## src/rtl/midi_note_parser_if.sv

```systemverilog
// midi_note_parser_if
// Purpose: groups the byte stream coming from the UART receiver and the
// decoded note outputs of the MIDI parser into a single bundle.
// Signals:
//   byte_i         received MIDI byte
//   byte_valid_i   single-cycle strobe qualifying byte_i (no backpressure)
//   event_valid_o  one-cycle strobe for a decoded note event
//   event_on_o     1 = note on, 0 = note off (qualified by event_valid_o)
//   note_o         note number of the last event
//   velocity_o     velocity of the last event (0 for note off)
//   gate_o         a note is currently held (mono, last-note priority)
//   active_note_o  currently held or last released note
// Modports:
//   master  byte source side (UART / testbench), observes the decoded outputs
//   slave   parser side
interface midi_note_parser_if #(
  parameter int MIDI_BITS = 7
);
  logic [7:0]           byte_i;
  logic                 byte_valid_i;
  logic                 event_valid_o;
  logic                 event_on_o;
  logic [MIDI_BITS-1:0] note_o;
  logic [MIDI_BITS-1:0] velocity_o;
  logic                 gate_o;
  logic [MIDI_BITS-1:0] active_note_o;

  modport master (
    output byte_i, byte_valid_i,
    input  event_valid_o, event_on_o, note_o, velocity_o, gate_o, active_note_o
  );

  modport slave (
    input  byte_i, byte_valid_i,
    output event_valid_o, event_on_o, note_o, velocity_o, gate_o, active_note_o
  );
endinterface

```

## src/rtl/midi_note_parser.sv

```systemverilog
// midi_note_parser
// Purpose: byte-level MIDI receive parser. Decodes Note On / Note Off for one
// channel (or every channel when OMNI=1), honouring running status, realtime
// bytes interleaved anywhere, and system messages that cancel running status.
// Produces a one-cycle note event plus a monophonic last-note gate whose held
// note feeds the band mapping stage.
// Parameters:
//   MIDI_BITS  width of note / velocity fields (at most 7)
//   CHANNEL    MIDI channel 0-15 accepted when OMNI=0
//   OMNI       1 = accept note messages on every channel
// Ports:
//   clk_i      system clock
//   rst_i      asynchronous active-high reset
//   bus        midi_note_parser_if slave: byte stream in, note events out
module midi_note_parser #(
  parameter int MIDI_BITS = 7,
  parameter int CHANNEL   = 0,
  parameter int OMNI      = 0
) (
  input  logic                  clk_i,
  input  logic                  rst_i,
  midi_note_parser_if.slave     bus
);

  typedef enum logic [1:0] {
    NO_STATUS = 2'd0,
    D1        = 2'd1,
    D2        = 2'd2
  } state_t;

  state_t               r_state;
  state_t               w_stateNext;

  logic [3:0]           r_rsType;
  logic                 r_rsMatch;
  logic                 r_rsValid;
  logic [MIDI_BITS-1:0] r_d1;

  logic                 r_evValid;
  logic                 r_evOn;
  logic [MIDI_BITS-1:0] r_note;
  logic [MIDI_BITS-1:0] r_velocity;
  logic                 r_gate;
  logic [MIDI_BITS-1:0] r_activeNote;

  logic [7:0]           w_byte;
  logic [MIDI_BITS-1:0] w_data;
  logic                 w_isRealtime;
  logic                 w_isSystem;
  logic                 w_isStatus;
  logic                 w_isData;
  logic                 w_chanMatch;
  logic                 w_oneDataByte;
  logic                 w_storeD1;
  logic                 w_complete;
  logic                 w_fire;
  logic                 w_fireOn;

  assign w_byte = bus.byte_i;
  assign w_data = w_byte[MIDI_BITS-1:0];

  // Byte classification; all classes are qualified by the valid strobe so an
  // idle bus can never move the parser.
  assign w_isRealtime = bus.byte_valid_i && (w_byte[7:3] == 5'b11111);
  assign w_isSystem   = bus.byte_valid_i && (w_byte[7:3] == 5'b11110);
  assign w_isStatus   = bus.byte_valid_i && w_byte[7] && (w_byte[7:4] != 4'hF);
  assign w_isData     = bus.byte_valid_i && !w_byte[7];

  assign w_chanMatch   = (OMNI != 0) || (w_byte[3:0] == 4'(CHANNEL));
  // Program change and channel pressure carry a single data byte.
  assign w_oneDataByte = (r_rsType == 4'hC) || (r_rsType == 4'hD);

  // Next-state logic. A completed message always returns to D1 so that a
  // following data byte reuses the running status.
  always_comb begin
    w_stateNext = r_state;
    w_storeD1   = 1'b0;
    w_complete  = 1'b0;
    if (w_isSystem) begin
      w_stateNext = NO_STATUS;
    end else if (w_isStatus) begin
      w_stateNext = D1;
    end else if (w_isData) begin
      unique case (r_state)
        NO_STATUS: w_stateNext = NO_STATUS;
        D1: begin
          w_storeD1 = 1'b1;
          if (w_oneDataByte) begin
            w_complete  = 1'b1;
            w_stateNext = D1;
          end else begin
            w_stateNext = D2;
          end
        end
        D2: begin
          w_complete  = 1'b1;
          w_stateNext = D1;
        end
        default: w_stateNext = NO_STATUS;
      endcase
    end
  end

  // Only two-byte note messages can fire, so the event note is always the
  // stored first data byte and the current byte is the velocity.
  assign w_fire   = w_complete && r_rsValid && r_rsMatch &&
                    ((r_rsType == 4'h8) || (r_rsType == 4'h9));
  assign w_fireOn = (r_rsType == 4'h9) && (w_data != '0);

  // Parser state register.
  always_ff @(posedge clk_i or posedge rst_i) begin
    if (rst_i) begin
      r_state <= NO_STATUS;
    end else begin
      r_state <= w_stateNext;
    end
  end

  // Running status and first data byte capture.
  always_ff @(posedge clk_i or posedge rst_i) begin
    if (rst_i) begin
      r_rsType  <= 4'h0;
      r_rsMatch <= 1'b0;
      r_rsValid <= 1'b0;
      r_d1      <= '0;
    end else begin
      if (w_isSystem) begin
        r_rsType  <= 4'h0;
        r_rsMatch <= 1'b0;
        r_rsValid <= 1'b0;
      end else if (w_isStatus) begin
        r_rsType  <= w_byte[7:4];
        r_rsMatch <= w_chanMatch;
        r_rsValid <= 1'b1;
      end
      if (w_storeD1) begin
        r_d1 <= w_data;
      end
    end
  end

  // Event outputs and mono last-note tracking. A note off only releases the
  // gate when it names the note currently sounding.
  always_ff @(posedge clk_i or posedge rst_i) begin
    if (rst_i) begin
      r_evValid    <= 1'b0;
      r_evOn       <= 1'b0;
      r_note       <= '0;
      r_velocity   <= '0;
      r_gate       <= 1'b0;
      r_activeNote <= '0;
    end else begin
      r_evValid <= w_fire;
      if (w_fire) begin
        r_evOn     <= w_fireOn;
        r_note     <= r_d1;
        r_velocity <= w_fireOn ? w_data : '0;
        if (w_fireOn) begin
          r_gate       <= 1'b1;
          r_activeNote <= r_d1;
        end else if (r_d1 == r_activeNote) begin
          r_gate <= 1'b0;
        end
      end
    end
  end

  assign bus.event_valid_o = r_evValid;
  assign bus.event_on_o    = r_evOn;
  assign bus.note_o        = r_note;
  assign bus.velocity_o    = r_velocity;
  assign bus.gate_o        = r_gate;
  assign bus.active_note_o = r_activeNote;

endmodule

```

## src/flat_wrapper.sv

```systemverilog
// flat-port wrapper written by rule: the top's interface ports become plain ports
module midi_note_parser_flat 
#(
  parameter int MIDI_BITS = 7,
  parameter int CHANNEL   = 0,
  parameter int OMNI      = 0
)
  (clk_i, rst_i, bus_byte_i, bus_byte_valid_i, bus_event_valid_o, bus_event_on_o, bus_note_o, bus_velocity_o, bus_gate_o, bus_active_note_o);
  midi_note_parser_if #(.MIDI_BITS(MIDI_BITS)) bus_i ();
  input  logic clk_i;
  input  logic rst_i;
  input wire logic [$bits(bus_i.byte_i)-1:0] bus_byte_i;
  input wire logic [$bits(bus_i.byte_valid_i)-1:0] bus_byte_valid_i;
  output wire logic [$bits(bus_i.event_valid_o)-1:0] bus_event_valid_o;
  output wire logic [$bits(bus_i.event_on_o)-1:0] bus_event_on_o;
  output wire logic [$bits(bus_i.note_o)-1:0] bus_note_o;
  output wire logic [$bits(bus_i.velocity_o)-1:0] bus_velocity_o;
  output wire logic [$bits(bus_i.gate_o)-1:0] bus_gate_o;
  output wire logic [$bits(bus_i.active_note_o)-1:0] bus_active_note_o;
  assign bus_i.byte_i = bus_byte_i;
  assign bus_i.byte_valid_i = bus_byte_valid_i;
  assign bus_event_valid_o = bus_i.event_valid_o;
  assign bus_event_on_o = bus_i.event_on_o;
  assign bus_note_o = bus_i.note_o;
  assign bus_velocity_o = bus_i.velocity_o;
  assign bus_gate_o = bus_i.gate_o;
  assign bus_active_note_o = bus_i.active_note_o;
  midi_note_parser #(.MIDI_BITS(MIDI_BITS), .CHANNEL(CHANNEL), .OMNI(OMNI)) u_core (.clk_i(clk_i), .rst_i(rst_i), .bus(bus_i));
endmodule
```

## config.mk

```make
export PLATFORM = sky130hd
export DESIGN_NAME = midi_note_parser_flat
export DESIGN_NICKNAME = d
export VERILOG_FILES = /design/src/rtl/midi_note_parser_if.sv /design/src/rtl/midi_note_parser.sv /design/src/flat_wrapper.sv
export SDC_FILE = /design/constraint.sdc
export NUM_CORES = 1
export LEC_CHECK = 0
export ABC_AREA = 1
export BUFFER_PORTS_ARGS = -buffer_cell sky130_fd_sc_hd__buf_2
export CAP_MARGIN = 0
export CORE_MARGIN = 2
export CORE_UTILIZATION = 48
export CTS_CLUSTER_DIAMETER = 30
export DETAILED_ROUTE_END_ITERATION = 8
export PLACE_DENSITY = 0.74
export SYNTH_ARGS = -nofsm -noshare
export SYNTH_HDL_FRONTEND = slang
export SYNTH_SLANG_ARGS = --single-unit
```

## constraint.sdc

```tcl
create_clock -name clk_i -period 1.3 [get_ports clk_i]
set_input_delay 0.26 -clock clk_i [delete_from_list [all_inputs] [get_ports clk_i]]
set_output_delay 0.26 -clock clk_i [all_outputs]
set_load 0.005 [all_outputs]
```

# Word-level counts from Yosys, hierarchy flattened
# Index checks and enable logic that the tools add are counted.
[totals]
register_bits = 39
inputBits = 11
elab_cells = 61
[classes]
eq_ne = 9
reduce_logical = 18
mux = 23
[ops]
columns = ["cell", "n"]
rows = [
  ["$eq 4x4->1 const B", 4],
  ["$mux 1", 14],
  ["$logic_and 1x1->1", 8],
  ["$mux 2", 4],
  ["$mux 4", 2],
  ["$eq 7x7->1", 1],
  ["$mux 7", 1],
  ["$reduce_bool 7->1", 1],
  ["$eq 5x5->1 const B", 1],
  ["$logic_not 4->1", 1],
  ["$ne 4x4->1 const B", 1],
  ["$pmux 2 s2", 1],
  ["$reduce_and 2->1", 2],
  ["$reduce_bool 2->1", 2],
  ["$reduce_bool 3->1", 1],
  ["$eq 2x1->1 const B", 1],
  ["$eq 2x2->1 const B", 1],
  ["$logic_or 1x1->1", 2],
  ["$pmux 1 s2", 1],
  ["$logic_not 1->1", 1],
]

# Logic depth before layout (Yosys ltp)
[logic_depth]
ltp_word = 11
ltp_mapped = 10

# Worst setup path after synthesis
# No wires, ideal clock.
[synth_path]
kind = "reg-to-reg"
startpoint = "register u_core.r_state[0]"
endpoint = "register u_core.r_activeNote[0] (netlist: u_core.bus.active_note_o[0])"
path_buffers = 0
stages_incl_launch_ff = 9
required_ns = 1.183
arrival_time_ns = 1.322
path_slack_ns = -0.138
setup_time_ns = 0.117
cell_sequence = "dfrtp_1 > inv_1 > ha_1 > nor2_1 > nand2_1 > nor2_4 > nand2_2 > nand2_1 > nand2_1"
[synth_via]
elab_chain_cells = 9
elab_cells_between_ends = 10
cone_classes = "eq/ne: 2; mux: 4; reduce/logical: 4"
[synth_lines]
columns = ["item", "line", "text"]
rows = [
  ["start: declaration", "midi_note_parser.sv:31", "state_t r_state;"],
  ["start signal: assignment", "midi_note_parser.sv:115", "r_state <= w_stateNext;"],
  ["$eq 2x2->1 or $eq 2x1->1 (tied branches)", "midi_note_parser.sv:84", "unique case (r_state)"],
  ["$pmux 1 s2 *", "midi_note_parser.sv:84", ""],
  ["$mux 1 *", "midi_note_parser.sv:83", "end else if (w_isData) begin"],
  ["$mux 1 *", "midi_note_parser.sv:81", "end else if (w_isStatus) begin"],
  ["$mux 1 *", "midi_note_parser.sv:79", "if (w_isSystem) begin"],
  ["$logic_and 1x1->1 * (3 in series)", "midi_note_parser.sv:106", "assign w_fire = w_complete && r_rsValid && r_rsMatch &&"],
  ["$reduce_and 2->1 (no source line) *", "n/a", ""],
  ["end signal: assignment", "midi_note_parser.sv:160", "r_activeNote <= r_d1;"],
  ["end: declaration", "midi_note_parser.sv:44", "logic [MIDI_BITS-1:0] r_activeNote;"],
]
# Every way passes the cells marked *; elsewhere a longest branch is shown, timed or not.
# A chain may end at the register's enable or synchronous reset.

# Final worst setup path
[layout_path]
startpoint = "register u_core.r_state[1]"
endpoint = "register u_core.r_activeNote[2] (netlist: u_core.bus.active_note_o[2])"
# The elaborated chain is that of the path after synthesis.

==> impl_metrics.ini <==
[outcome]
status = finished with violations
violations = hold timing, setup timing

[grt]
via_count_of_the_first_global_routing_pass = 1635
grtUsageTotal_pct = 23.6
number_of_antenna_violations_at_the_first_check_in_global_routing = 0
wire_length_of_the_first_global_routing_pass_mm = 7.53
grt_max_degree = 40
overflow = 0

[critical_path]
setup.worst_path.class = register to register
worstSetupStartpointType = register
path_max_fanout = 7
critical_path_required_ns = 1.49
cp-end-kind = register
worstPathArrival_ns = 1.70
reg2reg_setup_slack_ns = -0.21
timing.critical_path.from = u_core.r_state[1]$_DFFE_PP0P_
ff2ff_path_depth = 10
rr_startpoint = u_core.r_state[1]$_DFFE_PP0P_
critical_path.reg2reg.endpoint = u_core.bus.active_note_o[2]$_DFFE_PP0P_

[floorplan]
ios = 35
core_area_um2 = 3610
floorplan.die_area_um2 = 4220
initial_core_util_pct = 49.4
die_w_um = 64.9
rows = 22
floorplan.die.height_um = 64.9

[finish]
layout_overhead_on_the_synthesized_area_pct = 50.6
diodes = 0
finalNetCount = 301
filler_cells_inserted = 262
ratio_of_cells_with_drive_above_1_in_the_final_layout_pct = 48.1
final_util_pct = 74.4
finalInstanceArea_um2 = 2680
layoutNonFillerInstCount = 337

[routing]
wl_mm = 5.10
drtAntennaViolNets = 0
dr.pass1.iters = 4
route.detailed.drc = 0
post_drt_wl_per_cell_um = 15.1
route.detailed.vias_per_inst = 5.10
drtIter0Drc = 195
via_count = 1718

[hold_path]
holdCritPathClass = input port to asynchronous set/reset pin

[clock_network]
clock_tree_from_tritoncts = yes
hold_buf_count_cts = 0
cts.reportedPaths.clkPinSlew_ns = 0.08
clock_tree.htree_level_count = 2
maximum_buffer_depth_of_the_clock_tree = 2
worst_skew_pair.late_latency_ns = 0.30
cts_root_buffer = sky130_fd_sc_hd__clkbuf_8
cts.sinks = 39
tritoncts_buffer_count = 5

[timing]
clock-skew-final_ns = 0.00766
rsz0062_at_grt = yes
min_period_ns = 1.51
worst_slew_pin_slew_ns = 0.366
max_freq_mhz = 661
post-route-period-util_pct = 116
slew-limit-headroom_pct = 75.4
hold_viol = 8
timing.final.setup_violations = 25
finalHoldWorstSlack_ns = -0.00470
final_critical_path_setup_slack_ns = -0.212
maxSlewViolCount = 0
final.setup.tns_ns = -3.93

[logic_synthesis]
synthesis.area_um2 = 1780
yosysWarningCount = 0
synth-seq-cells = 39
synth_cell_types = 20
synth.net_count = 227
synth-seq-area-share_pct = 54.8
synth.avg_cell_area_um2 = 8.33
post_synth_inst_count = 214

[place]
port_buffers = 34
numPlacedInstances = 314
postPlaceCellArea_um2 = 2180
gp_congestion = 0.843
place_ws_ns = -0.226
post-dp-hpwl_mm = 2.81

[power_and_ir_drop]
powerDensity_nw_per_um2 = 1080
vdd_drop_max_v = 0.000841
leakagePower_uw = 0.00143

[job]
max_cap_viol_count = 0
[registers in the layout (all words and copies together) (netlist names), 2 cells and up]
name and cells:
u_core.bus.note_o 7, u_core.r_rsType 4, u_core.bus.velocity_o 7, u_core.bus.active_note_o 7, u_core.r_state 2, u_core.r_d1 7
[per-stage QoR]
step | total power [uW] | hold slack (ns)
after floorplan | 1680 | 0.381
after global placement | 1860 | 0.322
after detailed placement | 1880 | 0.328
after CTS | 2760 | 0.00193
after global routing | 3020 | 0.00748
final | 2890 | -0.00470
[where the power goes]
part / switching [uW] / internal, uW / total [uW]
logic: 384 / 264 / 648
clock network: 452 / 373 / 825
registers: 97.6 / 1310 / 1410
total: 934 / 1950 / 2890
[cell type report]
cell class / count / area, um^2 / area share [%]
inverters: 30 / 115 / 4.29
well taps: 48 / 60.1 / 2.24
repair buffers: 71 / 549 / 20.5
clock inverters: 3 / 20.0 / 0.746
clock buffers: 5 / 68.8 / 2.57
flip-flops and latches: 39 / 976 / 36.4
multi-input cells: 141 / 893 / 33.3
[worst max-delay path: stages, from the launching register on]
cell and delay [ns]:
sky130_fd_sc_hd__dfrtp_1 0.42, sky130_fd_sc_hd__inv_2 0.09, sky130_fd_sc_hd__ha_4 0.13, sky130_fd_sc_hd__nand4_1 0.10
sky130_fd_sc_hd__nand2_1 0.10, sky130_fd_sc_hd__nand2_2 0.10, sky130_fd_sc_hd__nor2_4 0.14, sky130_fd_sc_hd__buf_12 0.15
sky130_fd_sc_hd__nand2_4 0.06, sky130_fd_sc_hd__nand2_2 0.06, sky130_fd_sc_hd__nand2_1 0.06
[worst max path at each step]
| stage | endpoint | slack, ns | cells after the start |
|---|---|---|---|
| after global routing | u_core.bus.active_note_o[4]$_DFFE_PP0P_ | -0.28 | 10 |
| after global placement | u_core.bus.velocity_o[0]$_DFFE_PP0P_ | -0.17 | 8 |
| after CTS | u_core.bus.active_note_o[6]$_DFFE_PP0P_ | -0.17 | 10 |
| final | u_core.bus.active_note_o[2]$_DFFE_PP0P_ | -0.21 | 10 |
| after floorplan | u_core.bus.active_note_o[0]$_DFFE_PP0P_ | -0.07 | 7 |
| after detailed placement | u_core.bus.velocity_o[5]$_DFFE_PP0P_ | -0.23 | 8 |
[per-layer routing]
metal  up-vias  routed length [um]  global-route usage (%)
met5         -                   0                       0
met4         0                 133                    10.9
met3        16                 270                    5.73
met2        67                2740                    39.2
met1       818                1960                    28.9
li1        817                   -                       -
[cell usage after synthesis, drive strengths merged]
cell type,n,area share (%)
buf,4,2.3
clkbuf,1,0.21
dfrtp,39,55
ha,2,1.4
inv,30,6.3
nand2,80,17
nand3,22,6.7
nand4,1,0.35
nor2,12,3.1
nor3,1,0.91
o211ai,1,0.42
o21ai,17,4.8
o22ai,3,1.1
xnor2,1,0.49
[timing repair]
action                     CTS  global route
pin swaps                   15            17
setup endpoints to repair   24            32
gates cloned                 1             2
gates resized for setup     30            51
setup buffers               11             1
[cells in the final DEF (no fill, tap or decap), types with 3 or more instances in the layout]
cell	instances
sky130_fd_sc_hd__buf_12	4
sky130_fd_sc_hd__buf_2	34
sky130_fd_sc_hd__buf_4	25
sky130_fd_sc_hd__buf_6	5
sky130_fd_sc_hd__clkbuf_8	5
sky130_fd_sc_hd__dfrtp_1	39
sky130_fd_sc_hd__inv_1	26
sky130_fd_sc_hd__inv_2	3
sky130_fd_sc_hd__nand2_1	51
sky130_fd_sc_hd__nand2_2	21
sky130_fd_sc_hd__nand2_4	8
sky130_fd_sc_hd__nand3_1	9
sky130_fd_sc_hd__nand3_2	13
sky130_fd_sc_hd__nor2_1	8
sky130_fd_sc_hd__nor2_4	3
sky130_fd_sc_hd__o21ai_1	9
sky130_fd_sc_hd__o21ai_2	6
sky130_fd_sc_hd__o22ai_1	3
[cell families (layout without fill, tap and decap cells)]
| logic type | count (synthesis) | count (layout) | share of synthesized area [%] |
|---|---|---|---|
| adder cells (fa/ha/maj) | 2 | 2 | 1.40 |
| AND/OR/NAND/NOR | 116 | 117 | 28.2 |
| AO/OA/AOI/OAI | 21 | 21 | 6.25 |
| XOR/XNOR | 1 | 1 | 0.492 |
| flip-flops | 39 | 39 | 54.8 |
| buffers and inverters | 35 | 109 | 8.85 |
(Power assumes the default switching activity.)
